`src/rtl/ser_arb_pkg.sv`:
```
// Shared types and constants for the serializing two-way arbiter.
// Frame length depends on SER_ARB_PARITY_EN (adds one even-parity bit).
package ser_arb_pkg;

  typedef enum logic [1:0] {
    ST_IDLE  = 2'd0,
    ST_SHIFT = 2'd1,
    ST_GAP   = 2'd2
  } state_t;

  localparam int W_DEF   = 4;
  localparam int GAP_DEF = 1;

  function automatic int frame_len(input int w);
`ifdef SER_ARB_PARITY_EN
    return w + 1;
`else
    return w;
`endif
  endfunction

endpackage

```
`src/rtl/ser_arb_ctrl_rr_arb2.sv`:
```
// Two-request round-robin arbiter; one-hot grant, pointer remembers the last winner.
module rr_arb2 (
  input  logic       clk,
  input  logic       rst,
  input  logic [1:0] req,
  input  logic       upd,
  output logic [1:0] gnt
);

  logic last;  // 1 when req1 was granted last; resets so req0 wins the first tie

  always_comb begin
    gnt = req;
    if (req == 2'b11) gnt = last ? 2'b01 : 2'b10;
  end

  always_ff @(posedge clk or posedge rst)
    if (rst)      last <= 1'b1;
    else if (upd) last <= gnt[1];

endmodule

```
`src/rtl/ser_arb_ctrl.sv`:
```
// Arbitrates two parallel requesters and shifts the winner's word out LSB first.
// Optional SER_ARB_PARITY_EN appends an even-parity bit to each frame.
module ser_arb_ctrl
  import ser_arb_pkg::*;
#(
  parameter int W   = W_DEF,
  parameter int GAP = GAP_DEF
) (
  input  logic         clk,
  input  logic         rst,
  input  logic         req0_valid,
  input  logic         req1_valid,
  input  logic [W-1:0] req0_data,
  input  logic [W-1:0] req1_data,
  output logic         req0_ready,
  output logic         req1_ready,
  output logic         sout,
  output logic         sout_valid,
  output logic         sout_first,
  output logic         sout_last,
  output logic         src,
  output logic         busy
);

  localparam int FL      = frame_len(W);
  localparam int CNT_MAX = (FL > GAP) ? FL : GAP;
  localparam int CW      = $clog2(CNT_MAX + 1);
  localparam int GAP_M1  = (GAP > 0) ? GAP - 1 : 0;

  state_t        state, state_d;
  logic [FL-1:0] sreg, sreg_d, load_word;
  logic [CW-1:0] cnt, cnt_d;
  logic          src_q, src_d;
  logic [1:0]    gnt;
  logic          hs;
  logic [W-1:0]  win_data;

  rr_arb2 u_arb (
    .clk (clk),
    .rst (rst),
    .req ({req1_valid, req0_valid}),
    .upd (hs),
    .gnt (gnt)
  );

  assign win_data = gnt[1] ? req1_data : req0_data;
`ifdef SER_ARB_PARITY_EN
  assign load_word = {^win_data, win_data};
`else
  assign load_word = win_data;
`endif

  // cnt counts frame bits in SHIFT and idle cycles in GAP
  always_comb begin
    state_d    = state;
    sreg_d     = sreg;
    cnt_d      = cnt;
    src_d      = src_q;
    req0_ready = 1'b0;
    req1_ready = 1'b0;
    hs         = 1'b0;
    case (state)
      ST_IDLE: begin
        req0_ready = gnt[0] & ~rst;
        req1_ready = gnt[1] & ~rst;
        hs         = req0_ready | req1_ready;
        if (hs) begin
          sreg_d  = load_word;
          src_d   = gnt[1];
          cnt_d   = '0;
          state_d = ST_SHIFT;
        end
      end
      ST_SHIFT: begin
        sreg_d = sreg >> 1;
        cnt_d  = cnt + 1'b1;
        if (cnt == CW'(FL - 1)) begin
          cnt_d   = '0;
          state_d = (GAP > 0) ? ST_GAP : ST_IDLE;
        end
      end
      ST_GAP: begin
        cnt_d = cnt + 1'b1;
        if (cnt == CW'(GAP_M1)) begin
          cnt_d   = '0;
          state_d = ST_IDLE;
        end
      end
      default: state_d = ST_IDLE;
    endcase
  end

  always_ff @(posedge clk or posedge rst)
    if (rst) begin
      state <= ST_IDLE;
      sreg  <= '0;
      cnt   <= '0;
      src_q <= 1'b0;
    end else begin
      state <= state_d;
      sreg  <= sreg_d;
      cnt   <= cnt_d;
      src_q <= src_d;
    end

  assign busy       = (state != ST_IDLE);
  assign sout_valid = (state == ST_SHIFT);
  assign sout       = sout_valid & sreg[0];
  assign sout_first = sout_valid & (cnt == '0);
  assign sout_last  = sout_valid & (cnt == CW'(FL - 1));
  assign src        = src_q;

endmodule

```
`config.mk`:
```
export PLATFORM = sky130hd
export DESIGN_NAME = ser_arb_ctrl
export DESIGN_NICKNAME = d
export VERILOG_FILES = /design/src/rtl/ser_arb_pkg.sv /design/src/rtl/ser_arb_ctrl_rr_arb2.sv /design/src/rtl/ser_arb_ctrl.sv
export SDC_FILE = /design/constraint.sdc
export NUM_CORES = 1
export LEC_CHECK = 0
export ABC_AREA = 1
export BUFFER_PORTS_ARGS = -buffer_cell sky130_fd_sc_hd__clkbuf_2
export CAP_MARGIN = 20
export CORE_MARGIN = 1.5
export CORE_UTILIZATION = 56
export CTS_CLUSTER_SIZE = 25
export DETAILED_ROUTE_END_ITERATION = 7
export GPL_ROUTABILITY_DRIVEN = 0
export PLACE_DENSITY = 0.88
export SETUP_SLACK_MARGIN = 0.05
export SLEW_MARGIN = 0
export SYNTH_ARGS = -nofsm -noshare
export SYNTH_HDL_FRONTEND = slang
export SYNTH_SLANG_ARGS = --single-unit
```
`constraint.sdc`:
```
create_clock -name clk -period 2.9 [get_ports clk]
set_input_delay 0.29 -clock clk [delete_from_list [all_inputs] [get_ports clk]]
set_output_delay 0.29 -clock clk [all_outputs]
set_load 0.02 [all_outputs]
```
==> metrics.md, run 1 <==
| Metric | Value |
|---|---|
| Post-synthesis instance area | `approximately 850 um^2` |
| Final Hold Fails | `0` |
| Via Count | `790` |
| # nets final | `about 160` |
| Clk root buf | `clkbuf_4` |
| Worst Skew | `roughly 0.0059 ns` |
| Final number of max-transition violations | `0` |
| Hold buffer count at CTS | `0` |
| Skew-Pair Late Insertion Delay | `0.27 ns` |
| Peak supply drop | `about 0.0006 V` |
| Final WL | `1.69 mm` |
| Tcrit/Tclk final | `68.4%` |
| Layout cells sized above 1 | `21.7%` |
| Reg2reg start | `state[1]` |
| Worst setup SP type | `register` |
| Synth Register Bits | `11` |
| Sw power | `458 uW` |
| HPWL after DPL | `between 1 and 1.5 mm` |
| Clock share of power | `~11%` |
| Die width | `42.0 um` |
| Syn_area_per_cell | `about 7.2 um^2` |
| Post-synthesis cell count | `119` |
| Largest net degree at the start of global routing | `14` |
| Antenna violations before repair | `0` |
| # setup viols final | `0` |
| Final TNS setup | `0 ns` |
| Cell Pwr Density | `965 nW/um^2` |
| First-pass detailed-route iteration total | `4` |
| Hold Crit Class | `in2async` |
| Internal | `approximately 460 uW` |
| Grt ovf | `0` |
| Critical Path RT | `2.61 ns` |
| Worst setup margin | `0.918 ns` |
| Inserted Diodes | `0` |
| Vias in the first global route | `746` |
| Largest fanout on the critical path | `12` |
| Detail Route Antenna Nets | `0` |
| Worst-case reg-to-reg path depth | `8` |
| Reg2reg setup slack | `1.24 ns` |
| Worst slew margin | `approximately 69%` |
| Clock buffer depth | `2` |
| Row cnt | `13` |
| Cts bufs inserted | `3` |
| # DRC | `0` |
| Overall Global Routing Usage | `21.6%` |
| Worst Tran Pin Value | `approximately 0.47 ns` |
| DRT iter0 DRCs | `6` |
| Core Box Area | `1370 um^2` |
| Max cap viols | `0` |
| P&R area growth vs syn | `11.9%` |
| Fillers | `approximately 130` |
| Switching Fraction | `49.8%` |
| Die ar. | `1760 um^2` |
| Commonest non-fill, non-tap cell in the layout | `nand2_1` |
| Global-route wire length before repair | `3.00 mm` |
| Pre-CTS WS | `1.18 ns` |
| Post-synthesis sequential area ratio | `32.5%` |
| Distinct cells, synth | `19` |
| RSZ-0062 raised after global routing | `false` |
| Tmin final | `1.98 ns` |
| Post-CTS setup buffer count | `0` |
| Worst R2R End | `cnt[0]` |
| Leakage | `0.000606 uW` |
| Vias per cell | `5.16` |
| Port Buf Inserts | `19` |
| CTS tree | `yes` |
| WL/cell | `11.0 um` |
| DIE HEIGHT | `42.0 um` |
| WS Path Type | `reg2out` |
| Status | `completed` |
| CP Capture Type | `output port` |
| Initial Utilization | `62.4%` |
| Commonest non-fill, non-tap cells in the layout | `nand2_1 (39), inv_1 (20), clkbuf_2 (19)` |
| H-tree levels | `1` |
| CTS sink count | `11` |
| Fmax achieved | `504 MHz` |
| Warnings, synthesis | `0` |
| CTS resizes | `0` |
| I/O pin total | `20` |
| Combinational fraction of design power | `59.4%` |
| Clock-pin slew on the worst setup and hold paths | `0.07 ns` |
| Worst EP arrival | `1.69 ns` |
| Post-synthesis net count | `approximately 140` |
| Reg power frac | `29.5%` |
## metal layers
metal / up-vias / wire, um / GRT usage (%)
li1: 416 / - / -
met1: 355 / 732 / 25.6
met2: 15 / 881 / 39.7
met3: 4 / 33 / 0
met4: 0 / 41 / 11.6
met5: - / 0 / 0
## kinds of logic after synthesis
logic type                 count (synthesis)  share of synthesized area (%)
DFF                                       11                           32.5
adders and majority gates                  7                           10.3
buffers and inverters                     25                           13.8
AOI/OAI and AO/OA                          3                           2.20
and+or+nand+nor                           73                           41.3
## worst max path at each step
stage / startpoint / to / slack, ns
2_1_floorplan: state[1] / sout / 1.43
3_3_place_gp: rst / req1_ready / 1.20
3_5_place_dp: rst / req1_ready / 1.18
4_1_cts: state[1] / sout_first / 0.92
5_1_grt: state[1] / sout_first / 0.82
6_report: state[1] / sout_first / 0.92
## synth_stat cells
library cell   n  share of area, %
nand2_4        2               2.6
nand3_2        1               1.2
nand2_1       39                17
dfrtp_1       10                29
a21oi_1        1              0.59
inv_2          1              0.44
nand3b_1       2               1.8
ha_1           7                10
buf_6          3               4.0
o21ai_1        1              0.59
nand3_1       16               9.4
a21oi_2        1               1.0
nand2_2        1              0.73
nand4_2        1               1.5
nand4_1        7               5.1
inv_1         20               8.8
dfstp_2        1               3.1
buf_2          1              0.59
nor2_1         4               1.8
## metrics by stage
step | area [um^2] | power (uW) | instances | utilization (%) | hold slack (ns)
after floorplan | 852 | 702 | 119 | - | 0.165
after global placement | 927 | 802 | 149 | 67.9 | 0.315
after detailed placement | 927 | 820 | 149 | 67.9 | 0.318
after CTS | 953 | 925 | 153 | 69.8 | 0.0277
after global routing | 953 | 1010 | 153 | 69.8 | 0.0700
final | 953 | 920 | 153 | 69.8 | 0.0148
## area by class of cell
cell class / count / area [um^2] / share of cell area, %
inverter: 21 / 78.8 / 8.27
timing repair buffer: 19 / 95.1 / 9.97
multi-input combinational: 83 / 458 / 48.0
clock buffer: 4 / 26.3 / 2.76
sequential: 11 / 277 / 29.0
tap: 15 / 18.8 / 1.97
## power groups by stage
| stage | logic [uW] | registers [uW] | clock network [uW] |
|---|---|---|---|
| floorplan | 432 | 270 | 0 |
| global placement | 534 | 268 | 0 |
| detailed placement | 548 | 272 | 0 |
| CTS | 550 | 269 | 105 |
| global route | 617 | 279 | 111 |
| finish | 546 | 271 | 103 |
## critical path, cell delays in order (launching register included)
cell and delay (ns):
dfrtp_1 0.40, inv_1 0.09, ha_1 0.44, inv_1 0.20
nor2_1 0.13, clkbuf_2 0.17
## flip-flops by register name (all words and copies together), names as in the netlist
signal	flops
state	2
src	1
u_arb.last	1
sreg	4
cnt	3
Power figures use the tool's default switching activity.
==> run 2: changes to the inputs <==
--- a/config.mk
+++ b/config.mk
@@ -9,11 +9,11 @@
 export BUFFER_PORTS_ARGS = -buffer_cell sky130_fd_sc_hd__clkbuf_2
 export CAP_MARGIN = 20
 export CORE_MARGIN = 1.5
-export CORE_UTILIZATION = 56
+export CORE_UTILIZATION = 47
 export CTS_CLUSTER_SIZE = 25
 export DETAILED_ROUTE_END_ITERATION = 7
 export GPL_ROUTABILITY_DRIVEN = 0
-export PLACE_DENSITY = 0.88
+export PLACE_DENSITY = 0.79
 export SETUP_SLACK_MARGIN = 0.05
 export SLEW_MARGIN = 0
 export SYNTH_ARGS = -nofsm -noshare
==> constraint.sdc (replaced) <==
create_clock -name clk -period 1.78 [get_ports clk]
set_input_delay 0.178 -clock clk [delete_from_list [all_inputs] [get_ports clk]]
set_output_delay 0.178 -clock clk [all_outputs]
set_load 0.02 [all_outputs]
==> metrics.md, run 2 (synthesis gave the netlist of run 1 again) <==
| Metric | Value |
|---|---|
| I/O pin total | `20 (unchanged)` |
| Core Box Area | `1710 um^2 (+25%)` |
| Skew-Pair Late Insertion Delay | `0.28 ns (about the same)` |
| CP max-delay cell | `dfrtp_1` |
| Commonest non-fill, non-tap cell in the layout | `nand2_1` |
| Reg2reg setup slack | `0.33 ns (-0.91 ns)` |
| Antenna violations before repair | `0 (unchanged)` |
| Placed inst area | `955 um^2 (+3.0%)` |
| Critical Path RT | `1.60 ns (-1.01 ns)` |
| Final Hold Fails | `0 (unchanged)` |
| WL/cell | `11.7 um (+5.6%)` |
| Largest regs | `sreg (4), cnt (3), state (2)` |
| Status | `completed` |
| Worst slew margin | `82.4% (+14 points)` |
| Vias in the first global route | `718 (-3.8%)` |
| RSZ-0062 raised after global routing | `false` |
| Overall Global Routing Usage | `20.0% (-1.7 points)` |
| CP Capture Type | `output port` |
| Fillers | `156 (+21%)` |
| # DRC | `0 (unchanged)` |
| Worst Tran Pin Value | `0.263 ns (-0.203 ns)` |
| Clk root buf | `clkbuf_4` |
| Cell mode on critical path | `inv_1` |
| Register bank with the most flops | `sreg` |
| Max FFs per register | `4 (unchanged)` |
| Worst Skew | `0.00374 ns (-0.00216 ns)` |
| Die ar. | `2080 um^2 (+18%)` |
| Inserted Diodes | `0 (unchanged)` |
| Final WL | `1.94 mm (+15%)` |
| Tmin final | `between 1.5 and 2 ns` |
| Initial Utilization | `49.9% (-12 points)` |
| Cell Pwr Density | `1590 nW/um^2 (+64%)` |
| Final TNS setup | `0 ns (unchanged)` |
| Port Buf Inserts | `19 (unchanged)` |
| Grt met2 use | `35.5% (-4.2 points)` |
| Clock buffer depth | `2 (unchanged)` |
| Peak supply drop | `0.000848 V (+44%)` |
| Post-route cell area | `1020 um^2 (+7.1%)` |
| Grt ovf | `0 (unchanged)` |
| Die width | `45.6 um (+8.5%)` |
| Commonest non-fill, non-tap cells in the layout | `nand2_1 (39), inv_1 (20), clkbuf_2 (19)` |
| Largest fanout on the critical path | `11 (-1)` |
| # setup viols final | `0 (unchanged)` |
| Max cap viols | `0 (unchanged)` |
| Layer with the highest usage | `met2` |
| P&R area growth vs syn | `19.8%` |
| Tcrit/Tclk final | `92.5%` |
| Worst-case reg-to-reg path depth | `8 (unchanged)` |
| Clock-pin slew on the worst setup and hold paths | `0.08 ns (about the same)` |
| # nets final | `161 (+1.9%)` |
| Layout cells sized above 1 | `24.1% (+2.4 points)` |
| Global-route wire length before repair | `2.99 mm (-0.23%)` |
| GR Util met1 | `22.9% (-2.7 points)` |
| Final number of max-transition violations | `0 (unchanged)` |
| Post-CTS setup buffer count | `0 (unchanged)` |
| Reg2reg start | `state[1]` |
| HPWL after DPL | `1.46 mm (+6.8%)` |
| Detail Route Antenna Nets | `0 (unchanged)` |
| CP cell instances | `inv_1 > ha_1 > buf_4 > nand2_1 > inv_1 > clkbuf_2` |
| Fmax achieved | `607 MHz` |
| Worst path max stage delay | `0.40 ns (-0.04 ns)` |
| Largest net degree at the start of global routing | `13 (-1)` |
| Worst EP arrival | `1.47 ns (-0.22 ns)` |
| Cts bufs inserted | `3 (unchanged)` |
| CTS sink count | `11 (unchanged)` |
| WS Path Type | `reg2out` |
| Worst setup SP type | `register` |
| DRT iter0 DRCs | `14 (+8)` |
| H-tree levels | `1 (unchanged)` |
| Hold Crit Class | `in2async` |
| Worst R2R End | `state[0]` |
| First-pass detailed-route iteration total | `4 (unchanged)` |
| Via Count | `829 (+4.9%)` |
| DIE HEIGHT | `45.6 um (+8.5%)` |
| CTS tree | `yes` |
| Vias per cell | `4.99 (-3.3%)` |
| Leakage | `0.000620 uW (+2.4%)` |
| Row cnt | `15 (+2)` |
| GRT met3 Usage | `7.54% (+7.5 points)` |
## run 2: changes by cell type in the layout (fill, tap and decap cells not counted), sizes merged
cell and delta:
clkbuf -1, buf +2, clkinv +1, dlygate4sd3 +1
## run 2: timing repair
item,4_1_cts,5_1_grt
gates cloned,0,0
endpoints found under the setup margin,2,2
resized for setup,3,1
hold buffers,1,0
endpoints found under the hold margin,4,0
pin swaps,0,1
## run 2: worst max-delay path by stage
stage / from / endpoint / slack [ns] / depth (start not counted)
CTS: state[0] / req1_ready / 0.08 / 5
global placement: state[0] / req1_ready / 0.33 / 5
global route: state[0] / req1_ready / 0.06 / 5
finish: state[1] / sout / 0.13 / 6
floorplan: state[1] / sout / 0.43 / 5
detailed placement: state[0] / sreg[1] / 0.27 / 6
## run 2: worst max-delay path, delay by kind of cell (launching register included)
| kind | cells | cell delay (ns) |
|---|---|---|
| flops | 1 | 0.40 |
| buf+inv | 4 | 0.52 |
| simple gates | 1 | 0.06 |
| fa+ha+maj | 1 | 0.20 |
## run 2: metal layers
| layer | up-vias | wire, um |
|---|---|---|
| met5 | - | 0 |
| met4 | 0 | 0 |
| met3 | 0 | 115 |
| met2 | 24 | 958 |
| met1 | 382 | 862 |
| li1 | 423 | - |
## run 2: where the power goes
group | total [uW] | internal, uW | switching (uW)
registers | 438 | 369 | 69.1
logic | 1000 | 354 | 650
clock network | 178 | 83.3 | 94.6
## run 2: stage by stage
| stage | utilization, % | cells | hold slack, ns | setup WS (ns) | total power [uW] |
|---|---|---|---|---|---|
| global route | 59.8 | 166 | 0.0373 | 0.0569 | 1750 |
| CTS | 59.2 | 166 | 0.0204 | 0.0773 | 1580 |
| finish | 59.8 | 166 | 0.0189 | 0.133 | 1620 |
| detailed placement | 55.9 | 161 | 0.130 | 0.270 | 1370 |
| global placement | 55.9 | 161 | 0.123 | 0.330 | 1330 |
| floorplan | - | 119 | 0.0532 | 0.426 | 1140 |
## run 2: cell type report
class / count / area (um^2) / area share, %
inverters: 21 / 78.8 / 7.72
clock inverters: 1 / 5.00 / 0.490
multi-input cells: 83 / 487 / 47.7
repair buffers: 22 / 120 / 11.8
clock buffers: 3 / 22.5 / 2.21
flip-flops and latches: 11 / 277 / 27.1
well taps: 25 / 31.3 / 3.06
==> run 3: changes to the inputs <==
--- a/config.mk
+++ b/config.mk
@@ -5,15 +5,13 @@
 export SDC_FILE = /design/constraint.sdc
 export NUM_CORES = 1
 export LEC_CHECK = 0
-export ABC_AREA = 1
 export BUFFER_PORTS_ARGS = -buffer_cell sky130_fd_sc_hd__clkbuf_2
 export CAP_MARGIN = 20
 export CORE_MARGIN = 1.5
-export CORE_UTILIZATION = 47
+export CORE_UTILIZATION = 45
 export CTS_CLUSTER_SIZE = 25
 export DETAILED_ROUTE_END_ITERATION = 7
-export GPL_ROUTABILITY_DRIVEN = 0
-export PLACE_DENSITY = 0.79
+export PLACE_DENSITY = 0.77
 export SETUP_SLACK_MARGIN = 0.05
 export SLEW_MARGIN = 0
 export SYNTH_ARGS = -nofsm -noshare
==> metrics.md, run 3 <==
| Metric | Value |
|---|---|
| Largest regs | `sreg (4), cnt (3), state (2)` |
| Tmin final | `1.64 ns (-0.0107 ns)` |
| Peak supply drop | `0.000787 V (-7.2%)` |
| Largest net degree at the start of global routing | `12 (-1)` |
| GR Util met1 | `22.2% (-0.78 points)` |
| Cts bufs inserted | `3 (unchanged)` |
| Worst EP arrival | `1.46 ns (about the same)` |
| Syn_area_per_cell | `10.3 um^2 (+44%)` |
| DP Cell Count | `110 (-32%)` |
| Status | `completed` |
| Initial Utilization | `49.5% (-0.38 points)` |
| Worst setup SP type | `register` |
| Post-synth EDFFs | `0 (unchanged)` |
| DRT iter0 DRCs | `8 (-6)` |
| H-tree levels | `1 (unchanged)` |
| Register bank with the most flops | `sreg` |
| Final WL | `1.40 mm (-27%)` |
| Cell Pwr Density | `1540 nW/um^2 (-2.9%)` |
| WL/cell | `12.1 um (+3.8%)` |
| HPWL after DPL | `1.05 mm (-28%)` |
| Grt met2 use | `26.2% (-9.3 points)` |
| Synth Register Bits | `11 (unchanged)` |
| Commonest non-fill, non-tap cell in the layout | `clkbuf_2` |
| Distinct cells, synth | `28 (+9)` |
| Clk root buf | `clkbuf_4` |
| Clock-pin slew on the worst setup and hold paths | `0.08 ns (about the same)` |
| Top cell type's share of synthesized area | `32.8% (+3.4 points)` |
| Fmax achieved | `611 MHz (+0.65%)` |
| Layout cells sized above 1 | `42.0% (+18 points)` |
| Async SR Flop Fraction | `100% (unchanged)` |
| I/O pin total | `20 (unchanged)` |
| Worst setup margin | `0.144 ns (+0.0107 ns)` |
| WS Path Type | `reg2out` |
| Critical Path RT | `1.60 ns (about the same)` |
| Hold_ws | `0.226 ns (+0.207 ns)` |
| Worst Skew | `0.00492 ns (+0.00118 ns)` |
| GRT met3 Usage | `2.45% (-5.1 points)` |
| # setup viols final | `0 (unchanged)` |
| Die ar. | `1950 um^2 (-6.0%)` |
| Final TNS setup | `0 ns (unchanged)` |
| Antenna violations before repair | `0 (unchanged)` |
| Post-synthesis cell count | `74 (-38%)` |
| Pre-CTS WS | `0.203 ns (-0.0674 ns)` |
| Inserted Diodes | `0 (unchanged)` |
| # DRC | `0 (unchanged)` |
| Commonest non-fill, non-tap cells in the layout | `clkbuf_2 (17), dfrtp_1 (10), inv_1 (8), nand2_1 (8), ha_1 (6)` |
| Leakage | `0.000477 uW (-23%)` |
| Fillers | `141 (-9.6%)` |
| Vias in the first global route | `564 (-21%)` |
| CP Capture Type | `output port` |
| Post-synthesis net count | `93 (-33%)` |
| Largest fanout on the critical path | `3 (-8)` |
| Overall Global Routing Usage | `16.5% (-3.5 points)` |
| DIE HEIGHT | `44.2 um (-3.1%)` |
| Port Buf Inserts | `19 (unchanged)` |
| Max FFs per register | `4 (unchanged)` |
| Detail Route Antenna Nets | `0 (unchanged)` |
| Worst Tran Pin Value | `0.428 ns (+0.164 ns)` |
| Skew-Pair Late Insertion Delay | `0.27 ns (about the same)` |
| Worst path max stage delay | `0.41 ns (about the same)` |
| Post-synthesis sequential area ratio | `36.2% (+3.8 points)` |
| CTS sink count | `11 (unchanged)` |
| # nets final | `120 (-25%)` |
| Top FF cell, synth | `dfrtp_1` |
| Vias per cell | `5.12 (+2.5%)` |
| Die width | `44.2 um (-3.1%)` |
| Placed inst area | `888 um^2 (-6.9%)` |
| Core Box Area | `1540 um^2 (-9.7%)` |
| Tcrit/Tclk final | `91.9% (-0.60 points)` |
| Via Count | `594 (-28%)` |
| Post-synthesis instance area | `763 um^2 (-10%)` |
| Final RePlAce weighted congestion | `0.710` |
| Warnings, synthesis | `0 (unchanged)` |
| Final cell count without fillers | `116 (-30%)` |
| Post-synth top area cell | `dfrtp_1` |
| Max cap viols | `0 (unchanged)` |
| Final number of max-transition violations | `0 (unchanged)` |
| Synth top cells by count | `dfrtp_1 (10), inv_1 (10), nand2_1 (8)` |
| Hold Crit Class | `in2reg` |
| Grt ovf | `0 (unchanged)` |
| Row cnt | `14 (-1)` |
| Buf+Inv Stages, Crit Path | `2 (-2)` |
| Clock buffer depth | `2 (unchanged)` |
| Final Hold Fails | `0 (unchanged)` |
| Worst slew margin | `71.5% (-11 points)` |
| CP cell instances | `inv_2 > ha_4 > nor2b_4 > nand2_1 > a21oi_2 > buf_4` |
| Synth area leaders | `dfrtp_1 (33%), ha_1 (11%), mux2i_1 (5.2%)` |
| Layer with the highest usage | `met2` |
| Global-route wire length before repair | `2.37 mm (-21%)` |
| P&R area growth vs syn | `25.9%` |
| RSZ-0062 raised after global routing | `false` |
| Post-route cell area | `961 um^2 (-5.9%)` |
| Family with the most delay on the worst path | `flip-flops` |
| First-pass detailed-route iteration total | `3 (-1)` |
| CP max-delay cell | `dfrtp_1` |
| CTS tree | `yes` |
-- run 3: stage by stage --
step | utilization, % | power (uW)
2_1_floorplan | - | 1050
6_report | 62.3 | 1480
3_3_place_gp | 57.6 | 1210
3_5_place_dp | 57.6 | 1240
5_1_grt | 62.3 | 1590
4_1_cts | 60.7 | 1430
-- run 3: worst reg2reg max path, delay by kind of cell (launching register included) --
kind            cells  cell delay (ns)
compound gates      2             0.14
fa+ha+maj           2             0.41
flops               1             0.41
mux                 1             0.30
simple gates        1             0.20
-- run 3: metal layers --
layer | up-vias | part of all wire, % | wire [um]
met5 | - | 0 | 0
met4 | 0 | 0 | 0
met3 | 0 | 4.3 | 61
met2 | 15 | 50 | 709
met1 | 272 | 45 | 633
li1 | 307 | - | -
-- run 3: power breakdown --
group / switching (uW) / leakage, uW / internal [uW] / total [uW]
Sequential: 79.7 / 0.000139 / 358 / 438
Combinational: 469 / 0.000323 / 399 / 868
Clock: 86.1 / 0.0000150 / 86.6 / 173
Total: 635 / 0.000477 / 845 / 1480
-- run 3: area by class of cell --
class / count / area [um^2] / area share, %
multi-input combinational: 52 / 468 / 48.7
sequential: 11 / 277 / 28.8
timing repair buffer: 23 / 133 / 13.8
inverter: 10 / 37.5 / 3.91
clock buffer: 4 / 26.3 / 2.73
tap: 16 / 20.0 / 2.08
-- run 3: path summary, 6_finish.rpt --
| path | from | to | slack [ns] | depth (start not counted) |
|---|---|---|---|---|
| max | state[0] | req1_ready | 0.14 | 6 |
| min | req0_data[3] | sreg[3] | 0.23 | 3 |
| max reg2reg | cnt[0] | state[1] | 0.20 | 6 |
| min reg2reg | src | src | 0.49 | 1 |
| max in group asynchronous | rst | u_arb.last | 0.97 | 3 |
| min in group asynchronous | rst | src | 0.48 | 3 |
-- run 3: what timing repair did --
item | in CTS | in global routing
endpoints found under the setup margin | 2 | 2
cloned | 0 | 0
gates resized for setup | 4 | 7
pin swaps | 0 | 1
hold endpoints to repair | 10 | 0
hold buffers | 1 | 0
setup buffers | 0 | 1
-- run 3: kinds of logic after synthesis --
kind of cell / Yosys count / share of synthesized area (%)
AOI/OAI and AO/OA: 19 / 20.5
adders and majority gates: 7 / 11.5
buffers and inverters: 11 / 5.57
DFF: 11 / 36.2
muxes: 9 / 14.6
and+or+nand+nor: 17 / 11.6
